$ cat src/rtl/mips_regfile_mp_pkg.sv
// Shared constants and the byte-merge helper for the multi-port MIPS register file.
// byte_merge works at a fixed maximum width; callers widen their operands and truncate the result.
package mips_rf_pkg;

  localparam int DEF_DATA_W = 32;
  localparam int DEF_ADDR_W = 5;
  localparam int MAX_DATA_W = 256;
  localparam int MAX_BE_W   = MAX_DATA_W / 8;
  localparam int REG_ZERO   = 0;

  function automatic logic [MAX_DATA_W-1:0] byte_merge(
    input logic [MAX_DATA_W-1:0] old_val,
    input logic [MAX_DATA_W-1:0] new_val,
    input logic [MAX_BE_W-1:0]   be
  );
    logic [MAX_DATA_W-1:0] res;
    res = old_val;
    for (int k = 0; k < MAX_BE_W; k++) begin
      if (be[k]) res[8*k +: 8] = new_val[8*k +: 8];
    end
    return res;
  endfunction

endpackage

$ cat src/rtl/mips_regfile_mp_if.sv
// Decode/writeback side bus of the register file: read ports, write port and scoreboard set.
interface mips_regfile_mp_if import mips_rf_pkg::*; #(
  parameter int DATA_W = DEF_DATA_W,
  parameter int ADDR_W = DEF_ADDR_W,
  parameter int NUM_RD = 2
) ();

  logic [NUM_RD*ADDR_W-1:0] rd_addr;
  logic [NUM_RD*DATA_W-1:0] rd_data;
  logic [NUM_RD-1:0]        rd_busy;
  logic                     we;
  logic [ADDR_W-1:0]        wr_addr;
  logic [DATA_W-1:0]        wr_data;
  logic [DATA_W/8-1:0]      wr_be;
  logic                     sb_set;
  logic [ADDR_W-1:0]        sb_addr;

  modport master (
    output rd_addr, we, wr_addr, wr_data, wr_be, sb_set, sb_addr,
    input  rd_data, rd_busy
  );

  modport slave (
    input  rd_addr, we, wr_addr, wr_data, wr_be, sb_set, sb_addr,
    output rd_data, rd_busy
  );

endinterface

$ cat src/rtl/mips_regfile_mp_read_port.sv
// One read port: register mux, write-first bypass, busy lookup and optional output register.
module mips_rf_read_port import mips_rf_pkg::*; #(
  parameter int DATA_W   = DEF_DATA_W,
  parameter int ADDR_W   = DEF_ADDR_W,
  parameter int READ_LAT = 0
) (
  input  logic                  clk,
  input  logic                  rst,
  input  logic [DATA_W-1:0]     regs [2**ADDR_W],
  input  logic [2**ADDR_W-1:0]  busy,
  input  logic                  we,
  input  logic [ADDR_W-1:0]     wr_addr,
  input  logic [DATA_W-1:0]     wr_data,
  input  logic [DATA_W/8-1:0]   wr_be,
  input  logic [ADDR_W-1:0]     rd_addr,
  output logic [DATA_W-1:0]     rd_data,
  output logic                  rd_busy
);

  logic              hit;
  logic [DATA_W-1:0] data_c;
  logic [DATA_W-1:0] data_q;
  logic              busy_c;
  logic              busy_q;

  // A same-cycle writeback both supplies the data and resolves the hazard.
  always_comb begin
    hit    = we && (wr_addr == rd_addr);
    data_c = regs[rd_addr];
    busy_c = busy[rd_addr] & ~hit;
    if (hit)
      data_c = DATA_W'(byte_merge(MAX_DATA_W'(regs[rd_addr]), MAX_DATA_W'(wr_data),
                                  MAX_BE_W'(wr_be)));
    if (rd_addr == ADDR_W'(REG_ZERO)) begin
      data_c = '0;
      busy_c = 1'b0;
    end
  end

  always_ff @(posedge clk or posedge rst) begin
    if (rst) begin
      data_q <= '0;
      busy_q <= 1'b0;
    end else begin
      data_q <= data_c;
      busy_q <= busy_c;
    end
  end

  assign rd_data = (READ_LAT == 1) ? data_q : data_c;
  assign rd_busy = (READ_LAT == 1) ? busy_q : busy_c;

endmodule

$ cat src/rtl/mips_regfile_mp.sv
// Multi-port MIPS register file: R0 hardwired to zero, byte-enabled write port,
// NUM_RD bypassed read ports and a per-register busy scoreboard.
module mips_regfile_mp import mips_rf_pkg::*; #(
  parameter int DATA_W   = DEF_DATA_W,
  parameter int ADDR_W   = DEF_ADDR_W,
  parameter int NUM_RD   = 2,
  parameter int READ_LAT = 0
) (
  input logic               clk,
  input logic               rst,
  mips_regfile_mp_if.slave  bus
);

  localparam int DEPTH = 2**ADDR_W;

  logic [DATA_W-1:0] regs [DEPTH];
  logic [DEPTH-1:0]  busy;
  logic [DEPTH-1:0]  busy_nxt;
  logic [DATA_W-1:0] wr_merged;

  assign wr_merged = DATA_W'(byte_merge(MAX_DATA_W'(regs[bus.wr_addr]), MAX_DATA_W'(bus.wr_data),
                                        MAX_BE_W'(bus.wr_be)));

  // Writeback clears first, then a new producer re-marks so set wins on a collision.
  always_comb begin
    busy_nxt = busy;
    if (bus.we) busy_nxt[bus.wr_addr] = 1'b0;
    if (bus.sb_set && (bus.sb_addr != ADDR_W'(REG_ZERO))) busy_nxt[bus.sb_addr] = 1'b1;
  end

  always_ff @(posedge clk or posedge rst) begin
    if (rst) begin
      for (int i = 0; i < DEPTH; i++) regs[i] <= '0;
      busy <= '0;
    end else begin
      if (bus.we && (bus.wr_addr != ADDR_W'(REG_ZERO))) regs[bus.wr_addr] <= wr_merged;
      busy <= busy_nxt;
    end
  end

  for (genvar i = 0; i < NUM_RD; i++) begin : g_rd
    mips_rf_read_port #(
      .DATA_W   (DATA_W),
      .ADDR_W   (ADDR_W),
      .READ_LAT (READ_LAT)
    ) u_port (
      .clk     (clk),
      .rst     (rst),
      .regs    (regs),
      .busy    (busy),
      .we      (bus.we),
      .wr_addr (bus.wr_addr),
      .wr_data (bus.wr_data),
      .wr_be   (bus.wr_be),
      .rd_addr (bus.rd_addr[i*ADDR_W +: ADDR_W]),
      .rd_data (bus.rd_data[i*DATA_W +: DATA_W]),
      .rd_busy (bus.rd_busy[i])
    );
  end

endmodule
$ cat src/flat_wrapper.sv
// flat-port wrapper written by rule: the top's interface ports become plain ports
module mips_regfile_mp_flat import mips_rf_pkg::*;
#(
  parameter int DATA_W   = DEF_DATA_W,
  parameter int ADDR_W   = DEF_ADDR_W,
  parameter int NUM_RD   = 2,
  parameter int READ_LAT = 0
)
  (clk, rst, bus_rd_addr, bus_we, bus_wr_addr, bus_wr_data, bus_wr_be, bus_sb_set, bus_sb_addr, bus_rd_data, bus_rd_busy);
  mips_regfile_mp_if #(.DATA_W(DATA_W), .ADDR_W(ADDR_W), .NUM_RD(NUM_RD)) bus_i ();
  input logic clk;
  input logic rst;
  input wire logic [$bits(bus_i.rd_addr)-1:0] bus_rd_addr;
  input wire logic [$bits(bus_i.we)-1:0] bus_we;
  input wire logic [$bits(bus_i.wr_addr)-1:0] bus_wr_addr;
  input wire logic [$bits(bus_i.wr_data)-1:0] bus_wr_data;
  input wire logic [$bits(bus_i.wr_be)-1:0] bus_wr_be;
  input wire logic [$bits(bus_i.sb_set)-1:0] bus_sb_set;
  input wire logic [$bits(bus_i.sb_addr)-1:0] bus_sb_addr;
  output wire logic [$bits(bus_i.rd_data)-1:0] bus_rd_data;
  output wire logic [$bits(bus_i.rd_busy)-1:0] bus_rd_busy;
  assign bus_i.rd_addr = bus_rd_addr;
  assign bus_i.we = bus_we;
  assign bus_i.wr_addr = bus_wr_addr;
  assign bus_i.wr_data = bus_wr_data;
  assign bus_i.wr_be = bus_wr_be;
  assign bus_i.sb_set = bus_sb_set;
  assign bus_i.sb_addr = bus_sb_addr;
  assign bus_rd_data = bus_i.rd_data;
  assign bus_rd_busy = bus_i.rd_busy;
  mips_regfile_mp #(.DATA_W(DATA_W), .ADDR_W(ADDR_W), .NUM_RD(NUM_RD), .READ_LAT(READ_LAT)) u_core (.clk(clk), .rst(rst), .bus(bus_i));
endmodule
$ cat config.mk
export PLATFORM = sky130hd
export DESIGN_NAME = mips_regfile_mp_flat
export DESIGN_NICKNAME = d
export VERILOG_FILES = /design/src/rtl/mips_regfile_mp_pkg.sv /design/src/rtl/mips_regfile_mp_if.sv /design/src/rtl/mips_regfile_mp_read_port.sv /design/src/rtl/mips_regfile_mp.sv /design/src/flat_wrapper.sv
export SDC_FILE = /design/constraint.sdc
export NUM_CORES = 2
export LEC_CHECK = 0
export CELL_PAD_IN_SITES_DETAIL_PLACEMENT = 0
export CELL_PAD_IN_SITES_GLOBAL_PLACEMENT = 1
export CORE_MARGIN = 4
export CORE_UTILIZATION = 40
export DETAILED_ROUTE_END_ITERATION = 12
export GPL_ROUTABILITY_DRIVEN = 0
export PLACE_DENSITY_LB_ADDON = 0.08
export SLEW_MARGIN = 5
export SYNTH_ARGS = -nofsm -noshare
export SYNTH_HDL_FRONTEND = slang
export SYNTH_SLANG_ARGS = --single-unit
$ cat constraint.sdc
create_clock -name clk -period 40.7 [get_ports clk]
set_input_delay 6.105 -clock clk [delete_from_list [all_inputs] [get_ports clk]]
set_output_delay 6.105 -clock clk [all_outputs]
set_load 0.05 [all_outputs]
==> impl_metrics.env <==
export IMPL_rows=146
export IMPL_grt_util_met1_pct=47.8
export IMPL_wl_per_cell_um=37.0
export IMPL_relSlewSlack_pct=16.9
export IMPL_synth_top_flop_cell="dfrtp_1"
export IMPL_grt_pass1_vias=50800
export IMPL_synth_nets=5863
export IMPL_clock_path_buffers=3
export IMPL_start_kind="input pin"
export IMPL_synth_mux_area_share_pct=30.3
export IMPL_syn_to_final_growth_pct=11.6
export IMPL_finClkSkew_ns=0.0283
export IMPL_vias=51700
export IMPL_numCtsBuffers=133
export IMPL_hp_class="reg -> reg"
export IMPL_ioPinCount=126
export IMPL_drt_pre_antenna_iters=6
export IMPL_drv_slew=0
export IMPL_cts_tree="built"
export IMPL_synth_commonest_cells="nand2_1 (1,132), dfrtp_1 (1,056), o21ai_0 (1,044), mux4_2 (669), clkbuf_1 (433)"
export IMPL_async_flop_share_pct=100
export IMPL_synth_compound_area_share_pct=14.4
export IMPL_worst_setup_path_type="in -> out"
export IMPL_clk_latency_ns=0.78
export IMPL_worstPathRequired_ns=34.59
export IMPL_viasPerCell=6.64
export IMPL_total_power_mw=3.50
export IMPL_vdd_drop_max_v=0.0000430
export IMPL_worst_pin_slew_ns=1.25
export IMPL_fin_setup_tns_ns=0
export IMPL_final_antenna_net_count=0
export IMPL_drc=0
export IMPL_p_int_mw=2.35
export IMPL_synth_top_area_share_pct=41.6
export IMPL_setup_viol=0
export IMPL_core_area_um2=158000
export IMPL_synth_largest_area_cell="dfrtp_1"
export IMPL_clk_pin_slew_ns=0.06
export IMPL_ys_ff_latch=1056
export IMPL_clock_fmax_ghz=0.0549
export IMPL_maxCapViolCount=0
export IMPL_clockRootBuffer="clkbuf_16"
export IMPL_cp_arrival_ns=12.11
export IMPL_rsz0062_at_grt="no"
export IMPL_period_needed_ns=18.22
export IMPL_power_frac_clock_pct=34.5
export IMPL_swShare_pct=32.8
export IMPL_synth_xor_area_share_pct=0.138
export IMPL_p_sw_mw=1.15
export IMPL_antenna_found_initial=12
export IMPL_io_buffers=125
export IMPL_grt_busiest_layer="met2"
export IMPL_synth_top_family_by_area="multiplexers"
export IMPL_syn_instance_count=5803
export IMPL_ys_seq_area_share_pct=41.6
export IMPL_crit_fanout=80
export IMPL_hold_viol=0
export IMPL_htree_num_levels=4
export IMPL_ys_warn_count=0
export IMPL_final_core_util_pct=44.8
export IMPL_synth_edf_count=0
export IMPL_use_met3_pct=7.88
export IMPL_synthSimpleGateAreaFrac_pct=9.16
export IMPL_cp_end_kind="output pin"
export IMPL_min_period_over_period_pct=44.8
export IMPL_cts_resized=0
export IMPL_routed_wl_um=288000
export IMPL_grt_max_degree=146
export IMPL_synthDistinctLibCells=65
export IMPL_dieArea_um2=165000
export IMPL_syn_avg_cell_area_um2=11.0
export IMPL_power_per_cell_area_nw_per_um2=49.3
export IMPL_pwr_share_seq_pct=41.4
export IMPL_layout_drive_gt1_share_pct=21.2
export IMPL_drt_iter0_markers=6146
export IMPL_cts_setup_buffers=0
export IMPL_combinationalPowerShare_pct=24.2
export IMPL_nNetsFinal=5659
export IMPL_synth_area_leaders="dfrtp_1 (42%), mux4_2 (24%), o21ai_0 (8.2%), nand2_1 (6.7%), mux2i_1 (5.8%)"
export IMPL_grt_overflow_total=0
export IMPL_holdWs_ns=0.416
export IMPL_status="finished clean"
export IMPL_r2r_slack_ns=37.85
export IMPL_grt_usage_pct=34.9
export IMPL_postCtsHoldBufs=0
export IMPL_clock_sinks=1056
export IMPL_grtUsageMet2_pct=53.6
export IMPL_start_util_pct=40.2
export IMPL_dpl_hpwl_um=172000
export IMPL_fillers=15000
export IMPL_grt_pass1_wl_um=408000
export IMPL_power_leakage_nw=29.8
export IMPL_die_height_um=407
export IMPL_yosysMostFrequentCell="nand2_1"
export IMPL_synthAdderAreaFrac_pct=0
export IMPL_die_w_um=407
export IMPL_mappedNetlistArea_um2=63600
## power by group through the flow
stage	combinational, mW	sequential, mW	clock [mW]
2_1_floorplan	0.621	1.39	0
3_3_place_gp	0.830	1.45	0
3_5_place_dp	0.841	1.45	0
4_1_cts	0.843	1.44	1.22
5_1_grt	0.914	1.47	1.27
6_report	0.846	1.45	1.21
## kinds of logic (layout without fill, tap and decap cells)
logic type	after synthesis	in the layout
simple gates	1430	1430
flops	1056	1056
compound gates	1574	1574
xor+xnor	10	10
buf+inv	649	546
other cells	0	12
mux	1084	1084
## routing by layer
metal / vias to the layer above / routed length [um]
li1: 21400 / -
met1: 27000 / 119000
met2: 2622 / 130000
met3: 629 / 24800
met4: 0 / 14100
met5: - / 0
## area by class of cell
class	instances	area (um2)	area share (%)
repair buffers	296	2610	3.68
diodes	12	30.0	0.0423
well taps	2072	2590	3.65
multi-input cells	4098	34900	49.1
clock inverters	49	469	0.661
inverters	14	67.6	0.0952
flip-flops and latches	1056	26400	37.2
clock buffers	187	3890	5.48
## critical path, stage by stage
cell and delay [ns]:
buf_8 0.46, buf_12 0.62, buf_4 0.69, buf_4 0.77, buf_4 0.78, mux2i_1 0.18, a221oi_1 0.36, o21ai_0 0.16
a21oi_1 0.22, a21oi_1 0.10, a211oi_1 0.48, clkdlybuf4s50_1 0.89
## path summary, 6_finish.rpt
path	from	to	cells past startpoint
min in group asynchronous	rst	u_core.regs[686]	2
worst max register to register	u_core.regs[626]	u_core.regs[306]	6
worst min register to register	u_core.regs[1022]	u_core.regs[1022]	0
max in group asynchronous	rst	u_core.regs[253]	5
worst min-delay path	u_core.regs[1022]	u_core.regs[1022]	0
worst max-delay path	bus_rd_addr[0]	bus_rd_data[2]	12
## flip-flops by register name, indices dropped and copies added (netlist names)
register / flops
u_core.regs: 1024
u_core.busy: 32
## layout by cell type, fill, tap and decap left out, types with 13 or more instances in the layout
master	count
a22o_1	37
clkdlybuf4s50_1	110
clkbuf_1	24
dfrtp_1	1056
buf_4	170
nand2b_1	27
nand3_1	61
o211ai_1	40
o21ai_1	29
a211oi_1	26
a221o_1	29
mux4_2	669
clkbuf_8	25
a21oi_1	91
nand2_1	1105
mux2_2	45
a22oi_1	104
clkbuf_16	138
and3_1	13
clkinv_2	28
nand4_1	13
o22ai_1	18
nor3_1	27
mux2i_1	367
o21ai_0	1038
a221oi_1	84
nand2_4	27
nor2_1	74
## metrics by stage
step | std cells | setup slack (ns) | cell area, um2
global route | 7773 | 22.06 | 70900
floorplan | 5803 | 4.87 | 63600
global placement | 7536 | 22.45 | 66600
finish | 7784 | 22.48 | 70900
CTS | 7772 | 22.43 | 70900
detailed placement | 7536 | 22.43 | 66600
(Power assumes the default switching activity.)
